**src/rtl/rx78_sysctl_if.sv**
```systemverilog
// rx78_sysctl_if -- CPU I/O bus, bank outputs and interrupt lines of the
// RX-78 system controller.
//   master : CPU / video side (drives bus strobes, address, data, irq sources)
//   slave  : rx78_sysctl (drives dout/dout_en, bank selects, int_n)
interface rx78_sysctl_if #(
  parameter int NUM_BANKS = 1,
  parameter int BANK_W    = 3,
  parameter int NUM_IRQ   = 1
);
  logic                          cen;
  logic [7:0]                    addr;
  logic [7:0]                    din;
  logic                          iorq_n;
  logic                          rd_n;
  logic                          wr_n;
  logic                          m1_n;
  logic [7:0]                    dout;
  logic                          dout_en;
  logic [NUM_BANKS*BANK_W-1:0]   bank;
  logic [NUM_IRQ-1:0]            irq_src;
  logic                          int_n;

  modport master (
    output cen, addr, din, iorq_n, rd_n, wr_n, m1_n, irq_src,
    input  dout, dout_en, bank, int_n
  );

  modport slave (
    input  cen, addr, din, iorq_n, rd_n, wr_n, m1_n, irq_src,
    output dout, dout_en, bank, int_n
  );
endinterface

```
**src/rtl/rx78_sysctl.sv**
```systemverilog
// rx78_sysctl -- Z80 I/O system controller: memory bank select registers and
// an edge-triggered, masked, IM2-vectored interrupt controller.
// Ports:
//   clk    : system clock
//   reset  : asynchronous, active-high
//   bus    : rx78_sysctl_if.slave (cen, addr, din, strobes, irq_src in;
//            dout/dout_en, bank, int_n out)
// Register window (offset from PORT_BASE):
//   +0 STATUS (read pending, write 1 to clear), +1 MASK, +2+i BANK[i]
module rx78_sysctl #(
  parameter int         NUM_BANKS    = 1,
  parameter int         BANK_W       = 3,
  parameter logic [7:0] PORT_BASE    = 8'hF0,
  parameter int         NUM_IRQ      = 1,
  parameter logic [7:0] IRQ_VEC_BASE = 8'hE0
) (
  input  logic         clk,
  input  logic         reset,
  rx78_sysctl_if.slave bus
);

  typedef enum logic {S_IDLE, S_BUSY} state_t;

  state_t                          r_state;
  logic [NUM_BANKS-1:0][BANK_W-1:0] r_bank;
  logic [NUM_IRQ-1:0]              r_mask;
  logic [NUM_IRQ-1:0]              r_pend;
  logic [NUM_IRQ-1:0]              r_prev;
  logic                            r_primed;
  logic                            r_int_n;
  logic                            r_inta;     // current BUSY came from INTA
  logic                            r_ack_none;
  logic [2:0]                      r_ack_idx;

  logic [7:0]         w_off;
  logic               w_in_win;
  logic               w_io_wr;
  logic               w_io_rd;
  logic               w_inta;
  logic [NUM_IRQ-1:0] w_enab;
  logic [NUM_IRQ-1:0] w_edge;
  logic [NUM_IRQ-1:0] w_clr;
  logic [2:0]         w_low_idx;
  logic               w_low_none;
  logic [2:0]         w_vec_idx;
  logic               w_vec_none;
  logic [7:0]         w_rd;

  // Offset wraps below PORT_BASE to a large value, so one compare bounds both ends.
  assign w_off    = bus.addr - PORT_BASE;
  assign w_in_win = (w_off < 8'(NUM_BANKS + 2));
  assign w_io_wr  = !bus.iorq_n &&  bus.m1_n && !bus.wr_n && w_in_win;
  assign w_io_rd  = !bus.iorq_n &&  bus.m1_n && !bus.rd_n && w_in_win;
  assign w_inta   = !bus.iorq_n && !bus.m1_n;
  assign w_enab   = r_pend & r_mask;

  // Levels present before the first sample after reset are not edges.
  assign w_edge   = r_primed ? (bus.irq_src & ~r_prev) : '0;

  // Lowest-numbered enabled pending source wins the acknowledge.
  always_comb begin
    w_low_idx  = '0;
    w_low_none = 1'b1;
    for (int i = NUM_IRQ - 1; i >= 0; i--) begin
      if (w_enab[i]) begin
        w_low_idx  = 3'(i);
        w_low_none = 1'b0;
      end
    end
  end

  // Pending clears: STATUS write-1 on the committing edge, or the acked
  // source on the INTA cycle end. Edges are OR'd in afterwards and win.
  always_comb begin
    w_clr = '0;
    if (r_state == S_IDLE && w_io_wr && w_off == 8'd0)
      w_clr = bus.din[NUM_IRQ-1:0];
    if (r_state == S_BUSY && bus.iorq_n && r_inta && !r_ack_none) begin
      for (int i = 0; i < NUM_IRQ; i++)
        if (r_ack_idx == 3'(i)) w_clr[i] = 1'b1;
    end
  end

  // During an acknowledged INTA the latched index is reported so the vector
  // stays stable even if new edges arrive mid-cycle.
  assign w_vec_idx  = (r_state == S_BUSY && r_inta) ? r_ack_idx  : w_low_idx;
  assign w_vec_none = (r_state == S_BUSY && r_inta) ? r_ack_none : w_low_none;

  always_comb begin
    w_rd = '0;
    if (w_off == 8'd0)
      w_rd[NUM_IRQ-1:0] = r_pend;
    else if (w_off == 8'd1)
      w_rd[NUM_IRQ-1:0] = r_mask;
    else begin
      for (int i = 0; i < NUM_BANKS; i++)
        if (w_off == 8'(i + 2)) w_rd[BANK_W-1:0] = r_bank[i];
    end
  end

  // OR-bus read path; held quiet during reset so a stuck strobe cannot drive.
  always_comb begin
    bus.dout    = '0;
    bus.dout_en = 1'b0;
    if (!reset) begin
      if (w_io_rd) begin
        bus.dout    = w_rd;
        bus.dout_en = 1'b1;
      end else if (w_inta) begin
        bus.dout    = w_vec_none ? IRQ_VEC_BASE
                                 : IRQ_VEC_BASE + {4'd0, w_vec_idx, 1'b0};
        bus.dout_en = 1'b1;
      end
    end
  end

  always_ff @(posedge clk or posedge reset) begin
    if (reset) begin
      r_state    <= S_IDLE;
      r_bank     <= '0;
      r_mask     <= '0;
      r_pend     <= '0;
      r_prev     <= '0;
      r_primed   <= 1'b0;
      r_int_n    <= 1'b1;
      r_inta     <= 1'b0;
      r_ack_none <= 1'b1;
      r_ack_idx  <= '0;
    end else if (bus.cen) begin
      r_prev   <= bus.irq_src;
      r_primed <= 1'b1;
      r_pend   <= (r_pend & ~w_clr) | w_edge;
      r_int_n  <= ~|w_enab;
      unique case (r_state)
        S_IDLE: begin
          if (w_io_wr) begin
            // Commit happens only on entry to BUSY: one write per access.
            r_state <= S_BUSY;
            r_inta  <= 1'b0;
            if (w_off == 8'd1) r_mask <= bus.din[NUM_IRQ-1:0];
            for (int i = 0; i < NUM_BANKS; i++)
              if (w_off == 8'(i + 2)) r_bank[i] <= bus.din[BANK_W-1:0];
          end else if (w_inta) begin
            r_state    <= S_BUSY;
            r_inta     <= 1'b1;
            r_ack_idx  <= w_low_idx;
            r_ack_none <= w_low_none;
          end
        end
        S_BUSY: begin
          if (bus.iorq_n) begin
            r_state <= S_IDLE;
            r_inta  <= 1'b0;
          end
        end
      endcase
    end
  end

  assign bus.bank  = r_bank;
  assign bus.int_n = r_int_n;

endmodule
```
**src/flat_wrapper.sv**
```systemverilog
// flat-port wrapper written by rule: the top's interface ports become plain ports
module rx78_sysctl_flat 
#(
  parameter int         NUM_BANKS    = 1,
  parameter int         BANK_W       = 3,
  parameter logic [7:0] PORT_BASE    = 8'hF0,
  parameter int         NUM_IRQ      = 1,
  parameter logic [7:0] IRQ_VEC_BASE = 8'hE0
)
  (clk, reset, bus_cen, bus_addr, bus_din, bus_iorq_n, bus_rd_n, bus_wr_n, bus_m1_n, bus_irq_src, bus_dout, bus_dout_en, bus_bank, bus_int_n);
  rx78_sysctl_if #(.NUM_BANKS(NUM_BANKS), .BANK_W(BANK_W), .NUM_IRQ(NUM_IRQ)) bus_i ();
  input  logic clk;
  input  logic reset;
  input wire logic [$bits(bus_i.cen)-1:0] bus_cen;
  input wire logic [$bits(bus_i.addr)-1:0] bus_addr;
  input wire logic [$bits(bus_i.din)-1:0] bus_din;
  input wire logic [$bits(bus_i.iorq_n)-1:0] bus_iorq_n;
  input wire logic [$bits(bus_i.rd_n)-1:0] bus_rd_n;
  input wire logic [$bits(bus_i.wr_n)-1:0] bus_wr_n;
  input wire logic [$bits(bus_i.m1_n)-1:0] bus_m1_n;
  input wire logic [$bits(bus_i.irq_src)-1:0] bus_irq_src;
  output wire logic [$bits(bus_i.dout)-1:0] bus_dout;
  output wire logic [$bits(bus_i.dout_en)-1:0] bus_dout_en;
  output wire logic [$bits(bus_i.bank)-1:0] bus_bank;
  output wire logic [$bits(bus_i.int_n)-1:0] bus_int_n;
  assign bus_i.cen = bus_cen;
  assign bus_i.addr = bus_addr;
  assign bus_i.din = bus_din;
  assign bus_i.iorq_n = bus_iorq_n;
  assign bus_i.rd_n = bus_rd_n;
  assign bus_i.wr_n = bus_wr_n;
  assign bus_i.m1_n = bus_m1_n;
  assign bus_i.irq_src = bus_irq_src;
  assign bus_dout = bus_i.dout;
  assign bus_dout_en = bus_i.dout_en;
  assign bus_bank = bus_i.bank;
  assign bus_int_n = bus_i.int_n;
  rx78_sysctl #(.NUM_BANKS(NUM_BANKS), .BANK_W(BANK_W), .PORT_BASE(PORT_BASE), .NUM_IRQ(NUM_IRQ), .IRQ_VEC_BASE(IRQ_VEC_BASE)) u_core (.clk(clk), .reset(reset), .bus(bus_i));
endmodule
```
**config.mk**
```make
export PLATFORM = sky130hd
export DESIGN_NAME = rx78_sysctl_flat
export DESIGN_NICKNAME = d
export VERILOG_FILES = /design/src/rtl/rx78_sysctl_if.sv /design/src/rtl/rx78_sysctl.sv /design/src/flat_wrapper.sv
export SDC_FILE = /design/constraint.sdc
export NUM_CORES = 1
export LEC_CHECK = 0
export BUFFER_PORTS_ARGS = -buffer_cell sky130_fd_sc_hd__buf_2
export CAP_MARGIN = 20
export CORE_MARGIN = 2
export CORE_UTILIZATION = 43
export CTS_BUF_LIST = sky130_fd_sc_hd__clkbuf_16
export CTS_CLUSTER_SIZE = 20
export DETAILED_ROUTE_END_ITERATION = 10
export PLACE_DENSITY = 0.75
export SYNTH_ARGS = -nofsm -noshare
export SYNTH_HDL_FRONTEND = slang
export SYNTH_SLANG_ARGS = --single-unit
```
**constraint.sdc**
```tcl
create_clock -name clk -period 1.9 [get_ports clk]
set_input_delay 0.38 -clock clk [delete_from_list [all_inputs] [get_ports clk]]
set_output_delay 0.38 -clock clk [all_outputs]
set_load 0.005 [all_outputs]
```
---- Word-level counts from Yosys, hierarchy flattened ----
Cells that the tools add are included.
storage, ports and cells
  flip-flop bits (word level) ............. 11
  bits of input ports ..................... 24
  output and inout bits ................... 13
  word-level logic and storage cells ...... 67
operators by class
  add/subtract/negate cells ............... 1
  magnitude comparators ................... 1
  eq/ne operators ......................... 4
  mux-type cells .......................... 22
  bitwise logic cells ..................... 8
  reduce and logical (&&, ||, !) cells .... 22
operators by type and width
  operator               number
  $mux W8                3
  $mux W1                14
  $reduce_and A4 Y1      3
  $logic_and A1 B1 Y1    11
  $eq A8 B1 Y1 const B   1
  $eq A8 B2 Y1 const B   1
  $logic_not A8 Y1       1
  $lt A8 B2 Y1 const B   1
  $sub A8 B8 Y8 const B  1
  $logic_not A1 Y1       6
  $mux W2                2
  $not A1 Y1             4
  $pmux W1 S2            2
  $and A1 B1 Y1          3
  $mux W3                1
  $ne A3 B1 Y1 const B   1
  $reduce_and A3 Y1      1
  $ne A2 B2 Y1 const B   1
  $or A1 B1 Y1           1

---- Longest topological paths before layout ----
Gate-level depths: netlist (run 1).
  depth in word-level cells ............... 11
  mapped depth ............................ 5
  mapped depth without buffers ............ 4

---- Worst setup path after synthesis (run 1) ----
Ideal clock, no wire load.
  path kind ............................... input to register
  start point ............................. in bus_iorq_n
  end point ............................... reg u_core.r_bank (netlist bit u_core.bus.bank[0])
  setup time .............................. 125 ps
  data arrival time ....................... 1,689 ps
  data required time ...................... 1,775 ps
  path slack .............................. 86 ps
  stages .................................. 4
  path buffers ............................ 0
  cells stage by stage .................... nand2b_1 -> or4_4 -> nor4_4 -> mux2_2
between the ends
  longest elaborated chain between the ends .. 5
RTL lines
  element                             line                text
  from (decl)                         flat_wrapper.sv:17  input wire logic [$bits(bus_i.iorq_n)-1:0] bus_iorq_n;
  $logic_not A1 Y1                    rx78_sysctl.sv:52   assign w_io_wr = !bus.iorq_n && bus.m1_n && !bus.wr_n && w_in_win;
  $logic_and A1 B1 Y1 (3 in series)   rx78_sysctl.sv:52
  $reduce_and A4 Y1 (no source line)  n/a
  to (signal, indexed assignment)     rx78_sysctl.sv:142  if (w_off == 8'(i + 2)) r_bank[i] <= bus.din[BANK_W-1:0];
  to (decl)                           rx78_sysctl.sv:25   logic [NUM_BANKS-1:0][BANK_W-1:0] r_bank;
Every way passes these cells.
A chain may end at the register's enable or synchronous reset.

---- Worst setup path after layout (run 1) ----
  start point ............................. in bus_iorq_n
  end point ............................... out bus_dout_en
between the ends
  longest elaborated chain between the ends .. 6
  elaborated cells on any way between the ends .. 8
  classes of those cells .................. mux: 3; reduce/logical: 5
RTL lines
  element                            line                                  text
  $logic_not A1 Y1 (*)               rx78_sysctl.sv:53, rx78_sysctl.sv:54
  $logic_and A1 B1 Y1 (3 in series)  rx78_sysctl.sv:53                     assign w_io_rd = !bus.iorq_n && bus.m1_n && !bus.rd_n && w_in_win;
  $mux W1 (*)                        rx78_sysctl.sv:106                    if (w_io_rd) begin
  $mux W1 (*)                        rx78_sysctl.sv:105                    if (!reset) begin
  to (decl)                          flat_wrapper.sv:23                    output wire logic [$bits(bus_i.dout_en)-1:0] bus_dout_en;
Every way passes the cells marked *; elsewhere a longest branch is shown, timed or not.

==> results of run 1 <==
-- flip-flops by register name (all words and copies together) (netlist names) --
signal             flops
u_core.r_prev          1
u_core.r_mask          1
u_core.bus.int_n       1
u_core.bus.bank        3
u_core.r_ack_none      1
u_core.r_inta          1
u_core.r_state         1
u_core.r_pend          1
u_core.r_primed        1
-- what timing repair did --
action                                  in CTS  in global routing
buffers inserted                             2                  0
endpoints found under the setup margin       4                  7
gates cloned                                 0                  0
pin swaps                                    3                  2
gates resized for setup                      3                  0
-- report_power, final --
group | leakage (nW) | internal [W] | switching [W]
combinational | 0.284 | 0.0000452 | 0.0000455
sequential | 0.129 | 0.000248 | 0.0000126
clock | 0.0423 | 0.000277 | 0.000108
-- layer usage --
layer,vias up,wire length (um),track usage
met3,4,94,0.06250
li1,319,-,-
met4,0,29,0.07273
met1,315,654,0.2289
met2,21,847,0.3265
met5,-,0,0
-- through the flow --
stage / total power, W / hold WS [ps] / utilization / setup slack (ps) / cells
after floorplan: 0.0003138 / 231.0 / - / 85.73 / 74
after global placement: 0.0003441 / 417.7 / 0.5523 / -98.62 / 115
after detailed placement: 0.0003482 / 427.4 / 0.5523 / -118.0 / 115
after CTS: 0.0007383 / 170.9 / 0.6271 / -13.85 / 121
after global routing: 0.0007638 / 201.3 / 0.6271 / -26.69 / 121
final: 0.0007355 / 152.2 / 0.6271 / 23.10 / 121
-- cells in the final DEF (no fill, tap or decap), types with 2 or more instances in the layout --
cell / instances
mux2_2: 6
o21ai_0: 3
nor2b_1: 2
nand3_1: 3
clkbuf_16: 3
dfstp_2: 2
and2_1: 2
nand4b_1: 2
inv_1: 4
nor3_1: 2
nor2_1: 6
buf_4: 5
conb_1: 2
nand2_1: 6
a31oi_1: 2
dfrtp_1: 9
nor4_1: 2
buf_2: 28
-- worst paths after layout --
| kind | startpoint | to | slack [ps] | cells past startpoint |
|---|---|---|---|---|
| setup reg to reg | u_core.r_state | u_core.bus.bank[0] | 410 | 4 |
| hold reg to reg | u_core.r_primed | u_core.r_primed | 470 | 1 |
| hold / removal | reset | u_core.r_state | 150 | 2 |
| max in group asynchronous | reset | u_core.bus.int_n | 1420 | 2 |
| setup / recovery | bus_iorq_n | bus_dout_en | 20 | 6 |
| min in group clk | bus_din[1] | u_core.bus.bank[1] | 380 | 2 |
-- layout make-up --
type | instances | share of cell area
Clock inverter | 1 | 0.003974
Timing Repair Buffer | 34 | 0.2000
Tap cell | 16 | 0.02119
Sequential cell | 11 | 0.2940
Inverter | 3 | 0.01192
Clock buffer | 3 | 0.07947
Multi-Input combinational cell | 53 | 0.3894
-- cells by family after synthesis --
family / count (synthesis) / synth area share
AO/OA/AOI/OAI: 9 / 0.08925
buffers and inverters: 10 / 0.08378
flip-flops: 11 / 0.4044
multiplexers: 7 / 0.1129
other: 1 / 0.005459
AND/OR/NAND/NOR: 35 / 0.3042
==> flow_summary.json, run 1 <==
{
  "finalCritPeriodShare": 0.9878,
  "setup-tns-final_ps": 0,
  "finClkSkew_ps": 3.989,
  "critPathRequiredTime_ps": 1520,
  "cts_hold_buf": 0,
  "antenna_cells": 0,
  "syn_area_um2": 686.9,
  "placementRows": 14,
  "fillerInstances": 128,
  "fmax_mhz": 532.8,
  "placed_area_um2": 832.0,
  "drc": 0,
  "firstDrtPassIters": 4,
  "finalWirelength_um": 1627,
  "criticalPathCategory": "primary input to primary output",
  "endpoint_kind": "primary output",
  "synthCells": 73,
  "syn_avg_cell_area_um2": 9.410,
  "yosys.area.top_type": "dfrtp_1",
  "synth_ff_type": "dfrtp_1",
  "chipWidth_um": 43.97,
  "crit_path_top_delay_cell": "or4_4",
  "seq_area_um2": 277.8,
  "synthTopCellsByArea": "dfrtp_1, mux2_2, dfstp_2, buf_4, nand2_1",
  "slowest_delay_ps": 490,
  "cts_sinks": 11,
  "crit_path_max_fanout": 3,
  "power.density_mw_per_mm2": 778.6,
  "cts_buffers": 3,
  "synthTopCellsByCount": "dfrtp_1, mux2_2, nand2_1, nor2_1, buf_4",
  "ys_seq_area_frac": 0.4044,
  "status": "completed",
  "p_leak_nw": 0.4552,
  "final_area_um2": 944.7,
  "io_buffers": 29,
  "cp_num_buf_inv": 2,
  "cp_top_family": "simple AND/OR/NAND/NOR gates",
  "setup_viol": 0,
  "antenna_left": 0,
  "fin_crit_ps": 1877,
  "die_area_mm2": 0.001933,
  "grt_start_max_net_pins": 14,
  "initial_utilization": 0.4560,
  "core_mm2": 0.001506,
  "num_vias": 659,
  "grt_pass1_vias": 607,
  "ys_warn_count": 0,
  "clock_latency_ps": 240,
  "synth.distinct_cells": 31,
  "final_max_slew_viol_count": 0,
  "wl_per_cell_um": 13.45,
  "hold_class": "primary input to async pin",
  "synthArstFlopShare": 1.000,
  "yosysMostFrequentCell": "dfrtp_1",
  "rsz0062_at_grt": "yes",
  "max_cap_viol_count": 0,
  "cts_tree": "built",
  "clk_path_buf_depth": 2,
  "drive_above_1_share": 0.4762,
  "report.final.hold_viol_count": 0,
  "io_pins": 37,
  "cts-root-buf": "clkbuf_16",
  "ir_worst_vdd_mv": 0.5890,
  "gr-usage-all-layers": 0.1940,
  "grt_overflow": 0,
  "synth_edf_count": 0,
  "chipHeight_um": 43.97,
  "multiInputGateArea_um2": 367.9,
  "clk_pin_slew_worst_paths_ps": 40,
  "synthToLayoutAreaGrowth_pct": 37.52,
  "final_nets": 130,
  "grt_pass1_wl_um": 2656,
  "cp_cell_sequence": "buf_6 > nand2b_4 > or4_4 > nand3b_1 > o31ai_1 > buf_2",
  "arrival_ps": 1500,
  "dp_hpwl_um": 1187,
  "synth_top_area_frac": 0.3279,
  "antenna_found_initial": 0,
  "h-tree-depth": 1,
  "crit_path_start_kind": "primary input",
  "drt-vias-per-instance": 5.446,
  "gp_congestion": 0.8290,
  "drt_iter0_drc": 9,
  "ys_ff_latch": 11
}
No activity file was read; power rests on OpenSTA's default activity.
==> run 2: changes to the inputs <==
--- a/config.mk
+++ b/config.mk
@@ -8,11 +8,11 @@
 export BUFFER_PORTS_ARGS = -buffer_cell sky130_fd_sc_hd__buf_2
 export CAP_MARGIN = 20
 export CORE_MARGIN = 2
-export CORE_UTILIZATION = 43
+export CORE_UTILIZATION = 46
 export CTS_BUF_LIST = sky130_fd_sc_hd__clkbuf_16
 export CTS_CLUSTER_SIZE = 20
 export DETAILED_ROUTE_END_ITERATION = 10
-export PLACE_DENSITY = 0.75
+export PLACE_DENSITY = 0.8
 export SYNTH_ARGS = -nofsm -noshare
 export SYNTH_HDL_FRONTEND = slang
 export SYNTH_SLANG_ARGS = --single-unit
==> constraint.sdc (replaced) <==
create_clock -name clk -period 2.3 [get_ports clk]
set_input_delay 0.46 -clock clk [delete_from_list [all_inputs] [get_ports clk]]
set_output_delay 0.46 -clock clk [all_outputs]
set_load 0.005 [all_outputs]
==> run 2 against run 1 <==
- flip-flop and latch count is the same
- worst setup slack improved by 110 ps
- sequential share of layout area increased by 1.6 points
- clock-buffer cell count stayed put
- critical endpoint unchanged
==> flow_summary.json, run 2 (same netlist as run 1, synthesis figures left out) <==
{
  "status": "completed",
  "met3_usage": 0.05172,
  "cts_sinks": 11,
  "synthToLayoutAreaGrowth_pct": 30.24,
  "report.final.hold_viol_count": 0,
  "fin_crit_ps": 2170,
  "placed_area_um2": 815.8,
  "final_nets": 126,
  "rsz0062_at_grt": "no",
  "firstDrtPassIters": 4,
  "power_switching_w": 0.0001326,
  "antenna_cells": 0,
  "chipHeight_um": 42.64,
  "finalCritPeriodShare": 0.9437,
  "slowest_delay_ps": 540,
  "final_area_um2": 894.6,
  "grt_start_max_net_pins": 14,
  "gr-usage-all-layers": 0.1855,
  "h-tree-depth": 1,
  "largest_reg_flops": 3,
  "finalWirelength_um": 1499,
  "grt_use_met2": 0.2939,
  "clock_latency_ps": 240,
  "io_pins": 37,
  "layout_commonest_cell": "buf_2",
  "layout_common_cells": "buf_2, dfrtp_1, nor2_1, nand2_1, mux2_2",
  "crit_path_max_fanout": 6,
  "num_vias": 636,
  "cts_resized": 0,
  "die_area_mm2": 0.001818,
  "setup-tns-final_ps": 0,
  "gp_congestion": 0.8572,
  "cts_tree": "built",
  "grt_overflow": 0,
  "ir_worst_vdd_mv": 0.4152,
  "postCtsSetupRepairBufs": 0,
  "grt_pass1_wl_um": 2539,
  "power_frac_comb": 0.117,
  "busiest_layer": "met2",
  "initial_utilization": 0.5088,
  "fmax_mhz": 460.7,
  "max_cap_viol_count": 0,
  "chipWidth_um": 42.64,
  "antenna_left": 0,
  "p_leak_nw": 0.4284,
  "drt_iter0_drc": 26,
  "drt-vias-per-instance": 5.483,
  "clk_pin_slew_worst_paths_ps": 40,
  "cts_hold_buf": 0,
  "io_buffers": 29,
  "final_max_slew_viol_count": 0,
  "cp_cell_sequence": "buf_2 > nand2b_1 > or4_4 > nand3b_1 > o31ai_1 > buf_2",
  "power.density_mw_per_mm2": 669.1,
  "dp_hpwl_um": 1138,
  "placementRows": 13,
  "drc": 0,
  "hold_class": "primary input to async pin",
  "crit_path_start_kind": "primary input",
  "crit_path_top_delay_cell": "or4_4",
  "core_mm2": 0.001350,
  "arrival_ps": 1710,
  "grt_pass1_vias": 586,
  "cts-root-buf": "clkbuf_16",
  "critPathRequiredTime_ps": 1840,
  "intPower_w": 0.0004659,
  "grtUsageMet1": 0.2439,
  "setup_viol": 0,
  "r2r_slack_ps": 770,
  "endpoint_kind": "primary output",
  "antenna_found_initial": 0,
  "fillerInstances": 102,
  "criticalPathCategory": "primary input to primary output",
  "seq_power_share": 0.359,
  "cts_buffers": 3,
  "finClkSkew_ps": 3.811,
  "swShare": 0.2216,
  "cp_common_cell": "buf_2",
  "clk_path_buf_depth": 2,
  "drive_above_1_share": 0.4356,
  "p_clk_frac": 0.524,
  "wl_per_cell_um": 12.92
}
## run 2: layout make-up
type                    instances  area (um2)  area share
clock buffers                   3       75.07     0.08392
inverters                       3       11.26     0.01259
clock inverters                 1       3.754    0.004196
repair buffers                 30       152.6      0.1706
multi-input cells              53       355.3      0.3972
flip-flops and latches         11       277.8      0.3105
well taps                      15       18.77     0.02098
## run 2: worst max-delay path, delay by kind of cell
family | cells | cell delay (ps)
AO/OA/AOI/OAI | 1 | 100
buffers and inverters | 2 | 260
AND/OR/NAND/NOR | 3 | 890
## run 2: routing by layer
layer  wire [um]  up-vias
met2         753       20
met1         655      304
met5           0        -
li1            -      310
met4          19        0
met3          70        2
## run 2: power by group through the flow
stage	Sequential, W	Combinational (W)	Clock [W]
6_report	0.000215	0.0000703	0.000314
5_1_grt	0.000216	0.0000790	0.000328
4_1_cts	0.000215	0.0000699	0.000313
3_5_place_dp	0.000217	0.0000690	0
3_3_place_gp	0.000216	0.0000671	0
2_1_floorplan	0.000214	0.0000454	0
## run 2: worst paths after layout
check,end,depth (start not counted),from
worst max-delay path,bus_dout_en,6,bus_iorq_n
worst min-delay path,u_core.bus.bank[2],2,reset
worst max register to register,u_core.bus.bank[0],4,u_core.r_state
worst min register to register,u_core.r_primed,1,u_core.r_primed
max in group asynchronous,u_core.bus.int_n,2,reset
min in group clk,u_core.bus.bank[2],2,bus_din[2]
## run 2: per-stage QoR
step                  util  hold WS [ps]  setup slack (ps)  instances  total power [W]
detailed placement  0.6043         458.8             129.6        112        0.0002865
global route        0.6627         280.1             31.74        116        0.0006229
CTS                 0.6627         257.7             125.3        116        0.0005981
finish              0.6627         242.9             129.6        116        0.0005985
global placement    0.6043         449.4             140.9        112        0.0002830
floorplan                -         311.0             398.2         74        0.0002592
